===== src/rtl/axis_counter_pkg.sv =====
// rtl/axis_counter_pkg.sv - shared types and constants for the counter stream generator and checker
package axis_counter_pkg;

    typedef enum logic [1:0] {
        IDLE = 2'd0,
        RUN  = 2'd1,
        DONE = 2'd2
    } state_t;

    localparam logic [31:0] ERR_SAT = 32'hFFFF_FFFF;
    localparam int          MASK_W  = 8;

endpackage


===== src/rtl/axis_counter_ref.sv =====
// rtl/axis_counter_ref.sv - expected counter sequence: data steps every beat, user every nuser beats
module axis_counter_ref
    import axis_counter_pkg::*;
#(
    parameter int BDATA = 16,
    parameter int BUSER = 8
) (
    input  logic             clk,
    input  logic             rst,
    input  logic             clear,
    input  logic             advance,
    input  logic [31:0]      nuser,
    output logic [BDATA-1:0] exp_data,
    output logic [BUSER-1:0] exp_user
);

    logic [BDATA-1:0] exp_data_q, exp_data_d;
    logic [BUSER-1:0] exp_user_q, exp_user_d;
    logic [31:0]      sub_cnt_q, sub_cnt_d;

    // nuser must be at least 1; the owner of this block sanitises it
    always_comb begin
        exp_data_d = exp_data_q;
        exp_user_d = exp_user_q;
        sub_cnt_d  = sub_cnt_q;
        if (clear) begin
            exp_data_d = '0;
            exp_user_d = '0;
            sub_cnt_d  = '0;
        end else if (advance) begin
            exp_data_d = exp_data_q + 1'b1;
            if (sub_cnt_q == nuser - 32'd1) begin
                sub_cnt_d  = '0;
                exp_user_d = exp_user_q + 1'b1;
            end else begin
                sub_cnt_d = sub_cnt_q + 32'd1;
            end
        end
    end

    always_ff @(posedge clk) begin
        if (rst) begin
            exp_data_q <= '0;
            exp_user_q <= '0;
            sub_cnt_q  <= '0;
        end else begin
            exp_data_q <= exp_data_d;
            exp_user_q <= exp_user_d;
            sub_cnt_q  <= sub_cnt_d;
        end
    end

    assign exp_data = exp_data_q;
    assign exp_user = exp_user_q;

endmodule


===== src/rtl/axis_counter_check.sv =====
// rtl/axis_counter_check.sv - AXI-Stream sink checking an incrementing counter stream beat by beat
module axis_counter_check
    import axis_counter_pkg::*;
#(
    parameter int BDATA = 16,
    parameter int BUSER = 8
) (
    input  logic              s_axis_aclk,
    input  logic              s_axis_areset,
    input  logic              s_axis_tvalid,
    output logic              s_axis_tready,
    input  logic [BDATA-1:0]  s_axis_tdata,
    input  logic [BUSER-1:0]  s_axis_tuser,
    input  logic              START_REG,
    input  logic [31:0]       NDATA_REG,
    input  logic [31:0]       NUSER_REG,
    input  logic [MASK_W-1:0] READY_MASK_REG,
    input  logic [31:0]       TIMEOUT_REG,
    output logic              BUSY,
    output logic              DONE,
    output logic              TIMEOUT,
    output logic [31:0]       ERR_CNT,
    output logic [31:0]       BEAT_CNT,
    output logic [31:0]       FIRST_ERR_IDX,
    output logic [BDATA-1:0]  FIRST_ERR_DATA,
    output logic [BUSER-1:0]  FIRST_ERR_USER
);

    localparam int PH_W = $clog2(MASK_W);

    state_t            state_q, state_d;
    logic              start_d_q, start_d_d;
    logic [31:0]       ndata_q, ndata_d;
    logic [31:0]       nuser_q, nuser_d;
    logic [MASK_W-1:0] mask_q, mask_d;
    logic [31:0]       tmo_cfg_q, tmo_cfg_d;
    logic [PH_W-1:0]   phase_q, phase_d;
    logic              tready_q, tready_d;
    logic [31:0]       beat_cnt_q, beat_cnt_d;
    logic [31:0]       err_cnt_q, err_cnt_d;
    logic              timeout_q, timeout_d;
    logic [31:0]       idle_cnt_q, idle_cnt_d;
    logic              err_seen_q, err_seen_d;
    logic [31:0]       first_idx_q, first_idx_d;
    logic [BDATA-1:0]  first_data_q, first_data_d;
    logic [BUSER-1:0]  first_user_q, first_user_d;

    logic             start_re, hs, mismatch, ref_clear;
    logic [BDATA-1:0] exp_data;
    logic [BUSER-1:0] exp_user;

    axis_counter_ref #(.BDATA(BDATA), .BUSER(BUSER)) u_ref (
        .clk      (s_axis_aclk),
        .rst      (s_axis_areset),
        .clear    (ref_clear),
        .advance  (hs),
        .nuser    (nuser_q),
        .exp_data (exp_data),
        .exp_user (exp_user)
    );

    always_comb begin
        start_re = START_REG & ~start_d_q;
        hs       = (state_q == axis_counter_pkg::RUN) & s_axis_tvalid & tready_q;
        mismatch = (s_axis_tdata != exp_data) | (s_axis_tuser != exp_user);

        state_d      = state_q;
        start_d_d    = START_REG;
        ndata_d      = ndata_q;
        nuser_d      = nuser_q;
        mask_d       = mask_q;
        tmo_cfg_d    = tmo_cfg_q;
        phase_d      = phase_q;
        tready_d     = 1'b0;
        beat_cnt_d   = beat_cnt_q;
        err_cnt_d    = err_cnt_q;
        timeout_d    = timeout_q;
        idle_cnt_d   = idle_cnt_q;
        err_seen_d   = err_seen_q;
        first_idx_d  = first_idx_q;
        first_data_d = first_data_q;
        first_user_d = first_user_q;
        ref_clear    = 1'b0;

        case (state_q)
            axis_counter_pkg::RUN: begin
                phase_d = phase_q + 1'b1;
                if (hs) begin
                    if (mismatch) begin
                        if (err_cnt_q != ERR_SAT) begin
                            err_cnt_d = err_cnt_q + 32'd1;
                        end
                        if (!err_seen_q) begin
                            err_seen_d   = 1'b1;
                            first_idx_d  = beat_cnt_q;
                            first_data_d = s_axis_tdata;
                            first_user_d = s_axis_tuser;
                        end
                    end
                    beat_cnt_d = beat_cnt_q + 32'd1;
                    idle_cnt_d = '0;
                    if (beat_cnt_q == ndata_q - 32'd1) begin
                        state_d = axis_counter_pkg::DONE;
                    end
                end else begin
                    idle_cnt_d = idle_cnt_q + 32'd1;
                    if ((tmo_cfg_q != '0) && (idle_cnt_q == tmo_cfg_q - 32'd1)) begin
                        timeout_d = 1'b1;
                        state_d   = axis_counter_pkg::DONE;
                    end
                end
                // ready drops together with leaving RUN so no beat is taken in DONE
                tready_d = (state_d == axis_counter_pkg::RUN) ? mask_q[phase_q] : 1'b0;
            end
            default: begin
                if (start_re) begin
                    ndata_d      = NDATA_REG;
                    nuser_d      = (NUSER_REG == '0) ? 32'd1 : NUSER_REG;
                    mask_d       = READY_MASK_REG;
                    tmo_cfg_d    = TIMEOUT_REG;
                    ref_clear    = 1'b1;
                    phase_d      = '0;
                    beat_cnt_d   = '0;
                    err_cnt_d    = '0;
                    timeout_d    = 1'b0;
                    idle_cnt_d   = '0;
                    err_seen_d   = 1'b0;
                    first_idx_d  = '0;
                    first_data_d = '0;
                    first_user_d = '0;
                    state_d      = (NDATA_REG == '0) ? axis_counter_pkg::DONE
                                                     : axis_counter_pkg::RUN;
                end
            end
        endcase
    end

    always_ff @(posedge s_axis_aclk) begin
        if (s_axis_areset) begin
            state_q      <= axis_counter_pkg::IDLE;
            start_d_q    <= START_REG;
            ndata_q      <= '0;
            nuser_q      <= 32'd1;
            mask_q       <= '0;
            tmo_cfg_q    <= '0;
            phase_q      <= '0;
            tready_q     <= 1'b0;
            beat_cnt_q   <= '0;
            err_cnt_q    <= '0;
            timeout_q    <= 1'b0;
            idle_cnt_q   <= '0;
            err_seen_q   <= 1'b0;
            first_idx_q  <= '0;
            first_data_q <= '0;
            first_user_q <= '0;
        end else begin
            state_q      <= state_d;
            start_d_q    <= start_d_d;
            ndata_q      <= ndata_d;
            nuser_q      <= nuser_d;
            mask_q       <= mask_d;
            tmo_cfg_q    <= tmo_cfg_d;
            phase_q      <= phase_d;
            tready_q     <= tready_d;
            beat_cnt_q   <= beat_cnt_d;
            err_cnt_q    <= err_cnt_d;
            timeout_q    <= timeout_d;
            idle_cnt_q   <= idle_cnt_d;
            err_seen_q   <= err_seen_d;
            first_idx_q  <= first_idx_d;
            first_data_q <= first_data_d;
            first_user_q <= first_user_d;
        end
    end

    assign s_axis_tready  = tready_q;
    assign BUSY           = (state_q == axis_counter_pkg::RUN);
    assign DONE           = (state_q == axis_counter_pkg::DONE);
    assign TIMEOUT        = timeout_q;
    assign ERR_CNT        = err_cnt_q;
    assign BEAT_CNT       = beat_cnt_q;
    assign FIRST_ERR_IDX  = first_idx_q;
    assign FIRST_ERR_DATA = first_data_q;
    assign FIRST_ERR_USER = first_user_q;

endmodule


===== config.mk =====
export PLATFORM = sky130hd
export DESIGN_NAME = axis_counter_check
export DESIGN_NICKNAME = d
export VERILOG_FILES = /design/src/rtl/axis_counter_pkg.sv /design/src/rtl/axis_counter_ref.sv /design/src/rtl/axis_counter_check.sv
export SDC_FILE = /design/constraint.sdc
export NUM_CORES = 1
export LEC_CHECK = 0
export CORE_MARGIN = 3
export CORE_UTILIZATION = 55
export CTS_CLUSTER_SIZE = 40
export DETAILED_ROUTE_END_ITERATION = 8
export PLACE_DENSITY = 0.91
export SLEW_MARGIN = 20
export SYNTH_ARGS = -nofsm -noshare
export SYNTH_HDL_FRONTEND = slang
export SYNTH_HIERARCHICAL = 1
export SYNTH_SLANG_ARGS = --single-unit

===== constraint.sdc =====
create_clock -name s_axis_aclk -period 4.4 [get_ports s_axis_aclk]
set_clock_uncertainty 0.2 [all_clocks]
set_input_delay 0.88 -clock s_axis_aclk [delete_from_list [all_inputs] [get_ports s_axis_aclk]]
set_output_delay 0.88 -clock s_axis_aclk [all_outputs]
set_load 0.01 [all_outputs]

==> qor.txt <==
status: finished, final reports clean
Initial Util: 0.564
synthesis-to-finish area growth: 23.3%
number of synthesized register bits: 321
distinct cell type count after synthesis: 79
initial antenna violation count: 3
Residual DRC: 0
starting DRC count in detailed routing: 1536
pwr/cell area: 349 nW/um^2
worst IR drop on VDD: 278 uV
total detailed-routing wirelength: 49300 um
share of the synthesized area in the top cell type: 0.382
RSZ-0062 raised after global routing: false
number of nets in the layout: 2491
layout cells sized above 1: 0.0522
Worst Path Max Fanout: 12
Slew Viols, Final: 0
Synth Warn #: 6
RR Startpoint: nuser_q[4]
post-CTS sizing: 0
grt total ovfl: 0
Worst Reg-to-Reg Cells: 7
leakage power: 7.25 nW
worst hold path cell count: 2
synth cell count leaders: nand2_1 (353), dfxtp_1 (321), a21oi_1 (223)
Reg clk slew, reported paths: 0.06 ns
DRT Pass-1 Iters: 6
GP Congestion: 0.927
max_slew headroom: 0.273
setup slack, reg-to-reg: 0.46 ns
Synth area leader: dfxtp_1
Worst-Skew Late Latency: 0.51 ns
Gate power share: 0.166
Synth area leaders: dfxtp_1 (38%), nand2_1 (7.9%), xor2_1 (7.0%), a21oi_1 (6.6%), xnor2_1 (5.0%)
clock tree from TritonCTS: yes
Die Span Y: 181 um
CTS Buffer Depth: 3
hold_buf cts: 0
Tmin final: 3.94 ns
Primary FF master, synth: dfxtp_1
Final Non-Filler Cells: 2767
Util after Layout: 0.695
I/O pin cnt: 256
Die ar.: 32800 um^2
global-route wire length before repair: 79300 um
Critical Path Start Type: register
Max Clk Rate: 0.254 GHz
post-route ant nets: 0
setup TNS: 0 ns
CP arrival: 4.18 ns
overall power: 0.00725 W
clock root cell: clkbuf_16
vias: 17000
critical path type: reg -> reg
Seq/Total Area, Yosys: 0.382
Hold WC Path Type: reg -> reg
number of flops mapped to enable cells by yosys: 0
vias in the first global route: 16000
sequential share of power: 0.422
Gate Count Post-Synth: 2168
synthesized area per cell: 7.77 um^2
PortBufs: 255
net switching power figure: 0.00199 W
pin count of the biggest net entering global routing: 98
part of the cycle the worst path needs: 0.896
vias per std cell: 6.14
Int Pwr: 0.00526 W
hold path start: FIRST_ERR_USER[3]
Setup Fix Bufs, Post-CTS: 0
critical path required time: 4.64 ns
crit path from: nuser_q[4]
maxcap violations: 0
Net Count, Synth: 2310
RR Endpoint: u_ref/exp_user[3]
DPL Wire Length: 35700 um
# rows: 63
Die X: 181 um
CTS buffer count: 36
wire per inst: 17.8 um
hold_ws: 0.248 ns
async set-reset flop share out of synthesis: 0
Final Hold Fails: 0
clock power share: 0.412
Placed Instances: 2701
core area: 29900 um^2
Syn Std Cell Area: 16800 um^2
Hold EP: FIRST_ERR_USER[3]
switch share: 0.274
CP Capture Type: register
clock tree sinks: 321
Final Setup Violations: 0
most instantiated library cell after synthesis: nand2_1
H-tree depth: 2
GRT Total Usage: 0.286
Worst-Margin Slew: 1.09 ns
[area by class of cell]
class / count / area, um^2
Clock inverter: 13 / 146
Multi-Input combinational cell: 1686 / 9820
Fill cell: 2381 / 9110
Antenna cell: 3 / 7.51
Tap cell: 390 / 488
Inverter: 23 / 87.6
Clock buffer: 50 / 1020
Timing Repair Buffer: 281 / 2760
Sequential cell: 321 / 6430
[metrics by stage]
stage	setup slack, ns	cell area, um^2
after detailed placement	0.510	19600
after global placement	0.611	19600
after CTS	0.574	20800
after global routing	0.204	20800
after floorplan	0.957	16800
final	0.458	20800
[how the worst max path moves through the flow]
stage / to / slack [ns]
after detailed placement: u_ref/sub_cnt_q[27] / 0.51
after global placement: BEAT_CNT[26] / 0.61
after CTS: u_ref/sub_cnt_q[29] / 0.57
after floorplan: state_q[0] / 0.96
final: u_ref/exp_user[3] / 0.46
after global routing: u_ref/exp_user[4] / 0.20
[power groups by stage]
stage          clock network, W  logic, W  registers [W]
2_1_floorplan                 0  0.000798        0.00310
4_1_cts                 0.00302   0.00118        0.00306
5_1_grt                 0.00314   0.00131        0.00307
3_5_place_dp                  0   0.00117        0.00312
3_3_place_gp                  0   0.00114        0.00312
6_report                0.00298   0.00120        0.00306
[metal layers]
layer,wire length [um],track usage
met3,3940,0.0455
met2,23400,0.487
met1,20100,0.363
met4,1890,0.115
met5,0,0
[worst max-delay path, cell delays in order, from the launching register on]
cell	delay (ns)
dfxtp_1	0.44
nor4_4	0.45
nand3_1	0.47
or2_1	0.38
o41ai_1	0.60
nand4_1	0.53
or4_1	0.64
a21oi_1	0.15
[state kept, by name, indices dropped and copies added, names as in the netlist, 8 cells and up]
| signal | cells |
|---|---|
| ndata_q | 32 |
| FIRST_ERR_USER | 8 |
| FIRST_ERR_DATA | 16 |
| FIRST_ERR_IDX | 32 |
| idle_cnt_q | 32 |
| u_ref/exp_user | 8 |
| nuser_q | 32 |
| u_ref/sub_cnt_q | 32 |
| u_ref/exp_data | 16 |
| mask_q | 8 |
| ERR_CNT | 32 |
| tmo_cfg_q | 32 |
| BEAT_CNT | 32 |
[cell families (layout without fill, tap and decap cells)]
group,Yosys count,after routing,share of synthesized area
AOI/OAI and AO/OA,405,405,0.143
and+or+nand+nor,1029,1029,0.303
buffers and inverters,161,367,0.0368
xor gates and xnor gates,231,231,0.120
other,0,3,0
DFF,321,321,0.382
adders and majority gates,10,10,0.00743
muxes,11,11,0.00810
[layout by cell type, fill, tap and decap left out, types with 37 or more instances in the layout]
master	netlist	final
o21ai_0	52	51
nand4_1	43	43
clkbuf_16	0	37
nand2_1	353	352
nand3_1	121	121
dfxtp_1	321	321
a21oi_1	223	222
nor2_1	204	204
nor4_1	52	52
xnor2_1	97	97
clkdlybuf4s50_1	0	254
xor2_1	134	134
nor3_1	57	57
(Power assumes the default switching activity.)
